**src/rtl/spi_rx_ctrl.sv**
```systemverilog
`default_nettype none
// ============================================================================
//  Module   : spi_rx_ctrl
//  Purpose  : Receive-side SPI transfer controller. Sequences one transfer
//             of data frames plus an optional CRC frame, buffers data frames
//             in a first-word-fall-through FIFO, raises RXNE / overrun /
//             CRC-error status and pulses done at end of transfer.
//  Revision : 1.0 - initial release
// ============================================================================
module spi_rx_ctrl #(
  parameter int FIFO_DEPTH = 4,
  parameter int CW         = $clog2(FIFO_DEPTH) + 1
) (
  input  logic          clk_rx,
  input  logic          spi_rx_rst,
  input  logic          start,
  input  logic          abort,
  input  logic [1:0]    df,
  input  logic [12:0]   spi_tnum_max,
  input  logic          crc_en,
  input  logic          frame_vld,
  input  logic [31:0]   frame_data,
  input  logic [31:0]   crc_calc,
  input  logic          rd_en,
  input  logic          ovr_clr,
  input  logic          crcerr_clr,
  output logic [31:0]   rd_data,
  output logic          rxne,
  output logic [CW-1:0] fifo_cnt,
  output logic          ovr,
  output logic          crcerr,
  output logic          busy,
  output logic          done
);

  localparam int            C_AW   = $clog2(FIFO_DEPTH);
  localparam logic [CW-1:0] C_FULL = CW'(FIFO_DEPTH);

  typedef enum logic [1:0] {
    S_IDLE = 2'd0,
    S_DATA = 2'd1,
    S_CRC  = 2'd2,
    S_DONE = 2'd3
  } state_t;

  state_t          r_state;
  state_t          w_next;

  // Transfer parameters captured at start so later input changes are harmless
  logic [1:0]      r_df;
  logic            r_crc_en;
  logic [12:0]     r_tnum;
  logic [12:0]     r_fcnt;
  logic [12:0]     w_fcnt_inc;
  logic            w_last;

  // FIFO storage and bookkeeping
  logic [31:0]     r_mem [FIFO_DEPTH];
  logic [C_AW-1:0] r_wptr;
  logic [C_AW-1:0] r_rptr;
  logic [CW-1:0]   r_cnt;
  logic            w_full;
  logic            w_empty;
  logic            w_push;
  logic            w_pop;
  logic            w_wr;

  // Status
  logic            r_ovr;
  logic            r_crcerr;
  logic            r_busy;
  logic            r_done;
  logic            w_crc_chk;
  logic            w_crc_bad;
  logic [31:0]     w_mask;

  assign w_fcnt_inc = r_fcnt + 13'd1;
  assign w_last     = (w_fcnt_inc == r_tnum);

  // A frame arriving alongside abort is dropped entirely
  assign w_push    = (r_state == S_DATA) && frame_vld && !abort;
  assign w_crc_chk = (r_state == S_CRC)  && frame_vld && !abort;

  assign w_full  = (r_cnt == C_FULL);
  assign w_empty = (r_cnt == '0);
  assign w_pop   = rd_en && !w_empty;
  // When full, a simultaneous pop frees the slot the push writes into
  assign w_wr    = w_push && (!w_full || w_pop);

  // State register
  always_ff @(posedge clk_rx) begin
    if (spi_rx_rst) r_state <= S_IDLE;
    else            r_state <= w_next;
  end

  // Next-state decode; abort wins over any frame in DATA or CRC
  always_comb begin
    w_next = r_state;
    case (r_state)
      S_IDLE: if (start) w_next = S_DATA;
      S_DATA: begin
        if (abort)                    w_next = S_IDLE;
        else if (frame_vld && w_last) w_next = r_crc_en ? S_CRC : S_DONE;
      end
      S_CRC: begin
        if (abort)          w_next = S_IDLE;
        else if (frame_vld) w_next = S_DONE;
      end
      S_DONE:  w_next = S_IDLE;
      default: w_next = S_IDLE;
    endcase
  end

  // Latch transfer setup on start and count accepted data frames
  always_ff @(posedge clk_rx) begin
    if (spi_rx_rst) begin
      r_df     <= 2'b00;
      r_crc_en <= 1'b0;
      r_tnum   <= 13'd0;
      r_fcnt   <= 13'd0;
    end else if ((r_state == S_IDLE) && start) begin
      r_df     <= df;
      r_crc_en <= crc_en;
      r_tnum   <= (spi_tnum_max == 13'd0) ? 13'd1 : spi_tnum_max;
      r_fcnt   <= 13'd0;
    end else if (w_push) begin
      r_fcnt   <= w_fcnt_inc;
    end
  end

  // FIFO storage write; contents are qualified by the count, so no reset
  always_ff @(posedge clk_rx) begin
    if (w_wr && !spi_rx_rst) r_mem[r_wptr] <= frame_data;
  end

  // FIFO pointers and occupancy; pointers wrap naturally at a power of two
  always_ff @(posedge clk_rx) begin
    if (spi_rx_rst) begin
      r_wptr <= '0;
      r_rptr <= '0;
      r_cnt  <= '0;
    end else begin
      if (w_wr)  r_wptr <= r_wptr + 1'b1;
      if (w_pop) r_rptr <= r_rptr + 1'b1;
      case ({w_wr, w_pop})
        2'b10:   r_cnt <= r_cnt + 1'b1;
        2'b01:   r_cnt <= r_cnt - 1'b1;
        default: r_cnt <= r_cnt;
      endcase
    end
  end

  // CRC comparison width follows the latched frame size
  always_comb begin
    w_mask = 32'hFFFF_FFFF;
    case (r_df)
      2'b00:   w_mask = 32'h0000_00FF;
      2'b01:   w_mask = 32'h0000_FFFF;
      default: w_mask = 32'hFFFF_FFFF;
    endcase
  end

  assign w_crc_bad = |((frame_data ^ crc_calc) & w_mask);

  // Sticky flags: a set in the same cycle as a clear wins
  always_ff @(posedge clk_rx) begin
    if (spi_rx_rst) begin
      r_ovr    <= 1'b0;
      r_crcerr <= 1'b0;
    end else begin
      if (w_push && w_full && !w_pop) r_ovr <= 1'b1;
      else if (ovr_clr)               r_ovr <= 1'b0;
      if (w_crc_chk && w_crc_bad)     r_crcerr <= 1'b1;
      else if (crcerr_clr)            r_crcerr <= 1'b0;
    end
  end

  // Registered busy/done track the state being entered
  always_ff @(posedge clk_rx) begin
    if (spi_rx_rst) begin
      r_busy <= 1'b0;
      r_done <= 1'b0;
    end else begin
      r_busy <= (w_next != S_IDLE);
      r_done <= (w_next == S_DONE);
    end
  end

  assign rd_data  = w_empty ? 32'h0 : r_mem[r_rptr];
  assign rxne     = !w_empty;
  assign fifo_cnt = r_cnt;
  assign ovr      = r_ovr;
  assign crcerr   = r_crcerr;
  assign busy     = r_busy;
  assign done     = r_done;

endmodule
`default_nettype wire

```
**config.mk**
```make
export PLATFORM = sky130hd
export DESIGN_NAME = spi_rx_ctrl
export DESIGN_NICKNAME = d
export VERILOG_FILES = /design/src/rtl/spi_rx_ctrl.sv
export SDC_FILE = /design/constraint.sdc
export NUM_CORES = 1
export LEC_CHECK = 0
export BUFFER_PORTS_ARGS = -buffer_cell sky130_fd_sc_hd__buf_2
export CAP_MARGIN = 20
export CORE_MARGIN = 2
export CORE_UTILIZATION = 25
export CTS_CLUSTER_DIAMETER = 50
export DETAILED_ROUTE_END_ITERATION = 7
export SYNTH_ARGS = -nofsm -noshare
export SYNTH_HDL_FRONTEND = slang
export SYNTH_SLANG_ARGS = --single-unit
```
**constraint.sdc**
```tcl
create_clock -name clk_rx -period 3.8 [get_ports clk_rx]
set_clock_uncertainty 0.15 [all_clocks]
set_input_delay 0.38 -clock clk_rx [delete_from_list [all_inputs] [get_ports clk_rx]]
set_output_delay 0.38 -clock clk_rx [all_outputs]
set_load 0.05 [all_outputs]
```
==> results of run 1 <==
==> state kept, by name, indices dropped and copies added, names as in the netlist, named ones only <==
name      cells
r_fcnt       13
busy          1
r_wptr        2
r_tnum       13
ovr           1
r_df          2
r_mem       128
done          1
r_crc_en      1
r_rptr        2
r_state       2
fifo_cnt      3
crcerr        1
==> worst reg2reg max path, cell delays in order (launching register included) <==
cell and delay (ps):
dfxtp_1 470, ha_1 440, nand3b_1 120, a221o_1 340, a221oi_2 220, nand4b_1 200, or4_1 560, a211oi_2 220
==> cell type report <==
cell class | instances | area, um^2 | share of cell area, %
multi-input cells | 324 | 2650 | 28.9
well taps | 390 | 488 | 5.31
repair buffers | 134 | 701 | 7.62
clock inverters | 13 | 171 | 1.86
flip-flops and latches | 172 | 4730 | 51.4
clock buffers | 19 | 433 | 4.71
inverters | 6 | 22.5 | 0.245
==> placed cells by master (no fill, tap or decap), types with 9 or more instances in the layout <==
cell | Yosys | final
xnor2_1 | 42 | 42
edfxtp_1 | 128 | 128
buf_2 | 3 | 127
mux4_2 | 32 | 32
nor2_1 | 35 | 35
xor2_1 | 19 | 19
nor4_1 | 9 | 9
clkbuf_16 | 0 | 17
nand2_1 | 32 | 32
a21oi_1 | 22 | 22
and2_1 | 38 | 34
dfxtp_1 | 44 | 43
nand4_1 | 12 | 12
==> per-layer routing <==
| layer | global-route usage (%) | vias to the layer above | part of all wire, % |
|---|---|---|---|
| met5 | 0 | - | 0 |
| met4 | 3.18 | 0 | 0.79 |
| met3 | 2.90 | 11 | 5.7 |
| met2 | 17.9 | 134 | 45 |
| met1 | 15.6 | 2303 | 48 |
| li1 | - | 2238 | - |
==> per-stage QoR <==
| step | hold WS (ps) | util [%] | power [W] | area (um^2) | setup WS (ps) |
|---|---|---|---|---|---|
| global route | 7.68 | 31.0 | 0.00421 | 9190 | 770 |
| finish | 27.0 | 31.0 | 0.00406 | 9190 | 951 |
| floorplan | 286 | - | 0.00224 | 7510 | 414 |
| CTS | 6.34 | 31.0 | 0.00411 | 9190 | 882 |
| detailed placement | 314 | 29.0 | 0.00237 | 8590 | 1040 |
| global placement | 304 | 29.0 | 0.00236 | 8590 | 1080 |
==> logic make-up after synthesis <==
logic type	Yosys count	share of synthesized area, %
buf+inv	34	1.87
compound gates	55	5.05
fa+ha+maj	6	1.10
flops	172	62.9
xor+xnor	61	7.12
simple gates	170	12.3
mux	32	9.60
==> how the worst min path moves through the flow <==
stage	from	to	slack [ps]	cells after the start
after global placement	r_crc_en	r_crc_en	300	2
after CTS	spi_tnum_max[7]	r_tnum[7]	6	2
after global routing	spi_tnum_max[8]	r_tnum[8]	8	2
final	spi_tnum_max[7]	r_tnum[7]	30	2
after detailed placement	r_crc_en	r_crc_en	310	2
after floorplan	r_df[0]	r_df[0]	290	2
==> cell usage after synthesis (5+ instances only) <==
library cell / n / area (um^2)
mux4_2: 32 / 721
nand2_1: 32 / 120
clkbuf_1: 18 / 67.6
inv_1: 6 / 22.5
and2_1: 38 / 238
nand3_1: 6 / 30.0
a21oi_1: 22 / 110
a22o_1: 5 / 43.8
xnor2_1: 42 / 368
nand4_1: 12 / 75.1
ha_1: 5 / 62.6
nor2_1: 35 / 131
nor4_1: 9 / 56.3
or3_1: 6 / 37.5
nor3_1: 6 / 30.0
edfxtp_1: 128 / 3840
o21ai_0: 5 / 25.0
xor2_1: 19 / 166
dfxtp_1: 44 / 881
==> power breakdown <==
group / total [W] / switching (W) / leakage (nW) / internal [W]
Combinational: 0.000268 / 0.000158 / 1.37 / 0.000110
Sequential: 0.00205 / 0.0000171 / 1.51 / 0.00203
Clock: 0.00174 / 0.000794 / 0.291 / 0.000947
Total: 0.00406 / 0.000969 / 3.17 / 0.00309
==> run metrics, run 1 <==
Distinct cells, synth between 50 and 60; Clock Path Buffers 2; Worst R2R Setup Slack 1020 ps; Setup Crit Path Kind reg -> out; FILL cells about 3.0k; Synth Net Count about 620; CP arrival ~2300 ps; PwrDens 442 nW/um^2; Critical-path top delay cell dfxtp_1; P&R area growth vs syn 22.5%; status complete, no violations; setup TNS 0 ps; number of synthesized flops with an enable pin roughly 130; Reg-to-Reg Start r_fcnt[0]; VDD IR max around 310 uV; Post-Layout Cell Count about 1.1k; 1st-iter DRT viols 317; clk sinks 172; antenna-violating nets left 0; shortest period the worst path allows 2850 ps; required time of the critical path roughly 3300 ps; antenna cells 0; number of global-route vias before repair around 4.7k; CP max stage delay around 720 ps; final critical-path share of the clock period around three quarters; sequential area share after synthesis a little over three fifths; DR WL/cell roughly 16 um; Port Buffers around 130; layout cell share with drive strength beyond 1 31.7%; die width between 150 and 200 um; routed vias/inst ~4.4; Ys Warns 0; # IOs 128; Worst Setup EP rd_data[0]; core area approximately 30000 um^2; placer's final routability congestion estimate roughly 0.79; total CTS buffers 17; Rel. slew slack between 30% and 40%; FFs w/ async S/R, synth 0%; CP Capture Type output pin; initial antenna violation count 0; Worst Path Buf+Inv 2; WP depth 4; Post-CTS Resized 0; fmax around 0.35 GHz; Post-Synthesis Cell Area roughly 7500 um^2; starting density of the core between 20% and 30%; Max H-tree Level 4; Final Max Tran Viols 0; DIE AREA roughly 31000 um^2; reg-to-reg critical path endpoint r_state[1]; first-pass GRT wire length 26800 um; CP startpoint kind register; Tot GR Track Use about 11%; Routed WL approximately 17000 um; worst reg2reg path depth 7; Synth Flop Type edfxtp_1; DRC Markers 0; root buffer cell clkbuf_16; Least-Margin Pin Slew a little over 900 ps; Hold Path Class in -> reg; clk slew on worst S/H paths about 70 ps; largest net degree at the start of global routing 37; Clock Latency Late Sink ~430 ps; CP top delay family flip-flops; max_cap viols 0; die extent in y approximately 180 um; cells after synthesis 530; Rows 63; Leak Pwr 3.17 nW; syn avg cell area around 14 um^2; DP Cell Count between 1k and 1.5k; total grt overflow 0; CTS tree built; Crit Path Max Fanout 20; final net count approximately 750; hold_buf cts 0; Setup Buffers After CTS 0; crit-path cells buf_4, mux4_2, and2_1, buf_2; final hold violation count 0; final setup vio count 0; drt pass-1 iters 4; routed vias 4686; number of synthesized register bits roughly 170; hpwl dp around 12000 um; RSZ-0062 raised after global routing false
Power figures use the tool's default switching activity.
==> inputs of run 2 (changes only) <==
==> constraint.sdc (replaced) <==
create_clock -name clk_rx -period 2.3 [get_ports clk_rx]
set_clock_uncertainty 0.15 [all_clocks]
set_input_delay 0.23 -clock clk_rx [delete_from_list [all_inputs] [get_ports clk_rx]]
set_output_delay 0.23 -clock clk_rx [all_outputs]
set_load 0.05 [all_outputs]
==> run 2 against run 1 <==
  * The flow now finishes with violations (setup timing)
  * Final cell count grew 8.8%
  * Sequential power grew 65%
  * Combinational power grew 110%
  * Power grew 65%
  * Register-to-register slack lost 1100 ps
  * Routed wire length grew 5.8%
  * First-iteration DRC count grew 13%
  * Sequential share of layout area shrank 5.7 points
  * Die area is the same
  * Setup slack lost 1000 ps
  * Critical endpoint is now r_state[1]
  * Largest cell class unchanged
  * Largest power group unchanged
  * Highest routed layer unchanged
==> run metrics, run 2 (synthesis results as in run 1) <==
most common cell after layout, fill and taps aside edfxtp_1; Clock Latency Late Sink 430 ps (about the same); commonest non-fill, non-tap cells in the layout edfxtp_1, buf_2, dlygate4sd3_1; Tot GR Track Use 11.6% (+0.23 points); Routed WL 18300 um (+5.8%); Rows 63 (unchanged); clk sinks 172 (unchanged); die width 177 um (unchanged); CP startpoint kind register; VDD IR max 431 uV (+37%); final hold slack 61.9 ps (+34.8 ps); first-pass GRT wire length 27500 um (+2.4%); PwrDens 646 nW/um^2 (+46%); register area 4740 um^2 (+0.29%); Rel. slew slack 66.0% (+27 points); hpwl dp 12100 um (-1.1%); fin util 35.0% (+4.0 points); CP arrival 2550 ps (+230 ps); total CTS buffers 17 (unchanged); switching share of power 24.2% (+0.38 points); routed vias 4998 (+6.7%); die extent in y 177 um (unchanged); CP startpoint r_fcnt[1]; Least-Margin Pin Slew 502 ps (-412 ps); Final Max Tran Viols 0 (unchanged); DRC Markers 0 (unchanged); max_cap viols 0 (unchanged); power share of the combinational group 8.5% (+1.9 points); root buffer cell clkbuf_16; initial antenna violation count 0 (unchanged); area of placed instances 8990 um^2 (+4.6%); starting density of the core 25.3% (unchanged); number of global-route vias before repair 5025 (+6.1%); Clock Path Buffers 2 (unchanged); P&R area growth vs syn 38.3%; setup TNS -43.8 ps (-43.8 ps); Crit Path Max Fanout 5 (-75%); final critical-path share of the clock period 102%; violated checks setup timing; layout cell share with drive strength beyond 1 37.2% (+5.5 points); drt pass-1 iters 4 (unchanged); P_int 0.00508 W (+64%); Reg-to-Reg Start r_fcnt[1]; largest net degree at the start of global routing 36 (-2.7%); antenna-violating nets left 0 (unchanged); antenna cells 0 (unchanged); Final Worst Setup Slack -43.8 ps (-995 ps); routed vias/inst 4.34 (-2.0%); core area 29600 um^2 (unchanged); sequential share of power 50.5% (about the same); Largest Register r_mem; shortest period the worst path allows approximately 2300 ps; Max H-tree Level 4 (unchanged); multi-input logic area 2750 um^2 (+3.7%); clock network fraction of total power 41.0% (-1.9 points); Hold Path Class in -> reg; final setup vio count 1 (+1); Finished Cell Area 10400 um^2 (+13%); 1st-iter DRT viols 357 (+13%); NetSw 0.00163 W (+68%); Setup Crit Path Kind reg -> reg; biggest regs r_mem: 128 flops, r_fcnt: 13 flops, r_tnum: 13 flops; # IOs 128 (unchanged); final hold violation count 0 (unchanged); DIE AREA 31400 um^2 (unchanged); DR WL/cell 15.9 um (-2.8%); HP Start rd_en; placer's final routability congestion estimate 0.823 (+3.7%); fmax 0.427 GHz; CP Capture Type register; RSZ-0062 raised after global routing true; FILL cells 2873 (-4.0%); status finished, violations left; max reg flops 128 (unchanged); clk slew on worst S/H paths 70 ps (about the same); Port Buffers 127 (unchanged); final net count 842 (+12%); CTS tree built; total grt overflow 0 (unchanged); Leak Pwr 3.65 nW (+15%); required time of the critical path 2500 ps (-770 ps)
run 2: changes by cell type in the layout (fill, tap and decap cells not counted), moves of 5 or more:
| cell | previous run | this run |
|---|---|---|
| buf_4 | 6 | 39 |
| dfxtp_2 | 1 | 6 |
| buf_12 | 1 | 11 |
| buf_2 | 127 | 104 |
| and2_4 | 0 | 17 |
| and2_1 | 34 | 21 |
| dfxtp_1 | 43 | 36 |
| dlygate4sd3_1 | 0 | 52 |
| buf_6 | 0 | 20 |
run 2: worst max-delay path: stages (launching register included):
cell and delay [ps]:
dfxtp_2 340, ha_4 180, o21ba_4 190, a221o_1 320
a221oi_2 240, nand4b_1 220, or4_1 470, a211oi_2 170
run 2: what timing repair did:
action | CTS | global route
setup buffers | 1 | 2
endpoints found under the setup margin | 153 | 37
pin swaps | 6 | 4
hold endpoints to repair | 149 | 0
hold buffers | 52 | 0
resized for setup | 34 | 39
cloned | 0 | 2
run 2: metal layers:
metal  up-vias  share of wire, %  track usage (%)
met4         0               1.1             3.38
met3        14               5.0             2.58
met5         -                 0                0
met1      2416                45             15.0
li1       2426                 -                -
met2       142                49             19.5
run 2: layout make-up:
type | instances | share of cell area (%)
clock inverter | 15 | 1.43
tap | 390 | 4.70
clock buffer | 17 | 4.10
multi-input combinational | 324 | 26.5
inverter | 6 | 0.217
sequential | 172 | 45.7
timing repair buffer | 227 | 17.4
run 2: worst paths after layout:
| kind | end | cells after the start | slack (ps) |
|---|---|---|---|
| worst min-delay path | fifo_cnt[1] | 2 | 60 |
| worst min register to register | r_tnum[4] | 2 | 340 |
| worst max register to register | r_state[1] | 7 | -40 |
| worst max-delay path | r_state[1] | 7 | -40 |
run 2: power by group through the flow:
stage | clock [W] | combinational (W) | sequential, W
global route | 0.00296 | 0.000618 | 0.00339
detailed placement | 0 | 0.000479 | 0.00345
global placement | 0 | 0.000474 | 0.00345
floorplan | 0 | 0.000248 | 0.00345
finish | 0.00275 | 0.000570 | 0.00338
CTS | 0.00284 | 0.000557 | 0.00338
run 2: through the flow:
| stage | power (W) | cells | setup slack (ps) |
|---|---|---|---|
| global placement | 0.00393 | 1062 | -141 |
| detailed placement | 0.00393 | 1062 | -174 |
| finish | 0.00670 | 1151 | -43.8 |
| CTS | 0.00678 | 1147 | -73.7 |
| global route | 0.00697 | 1151 | -88.4 |
| floorplan | 0.00370 | 530 | -130 |
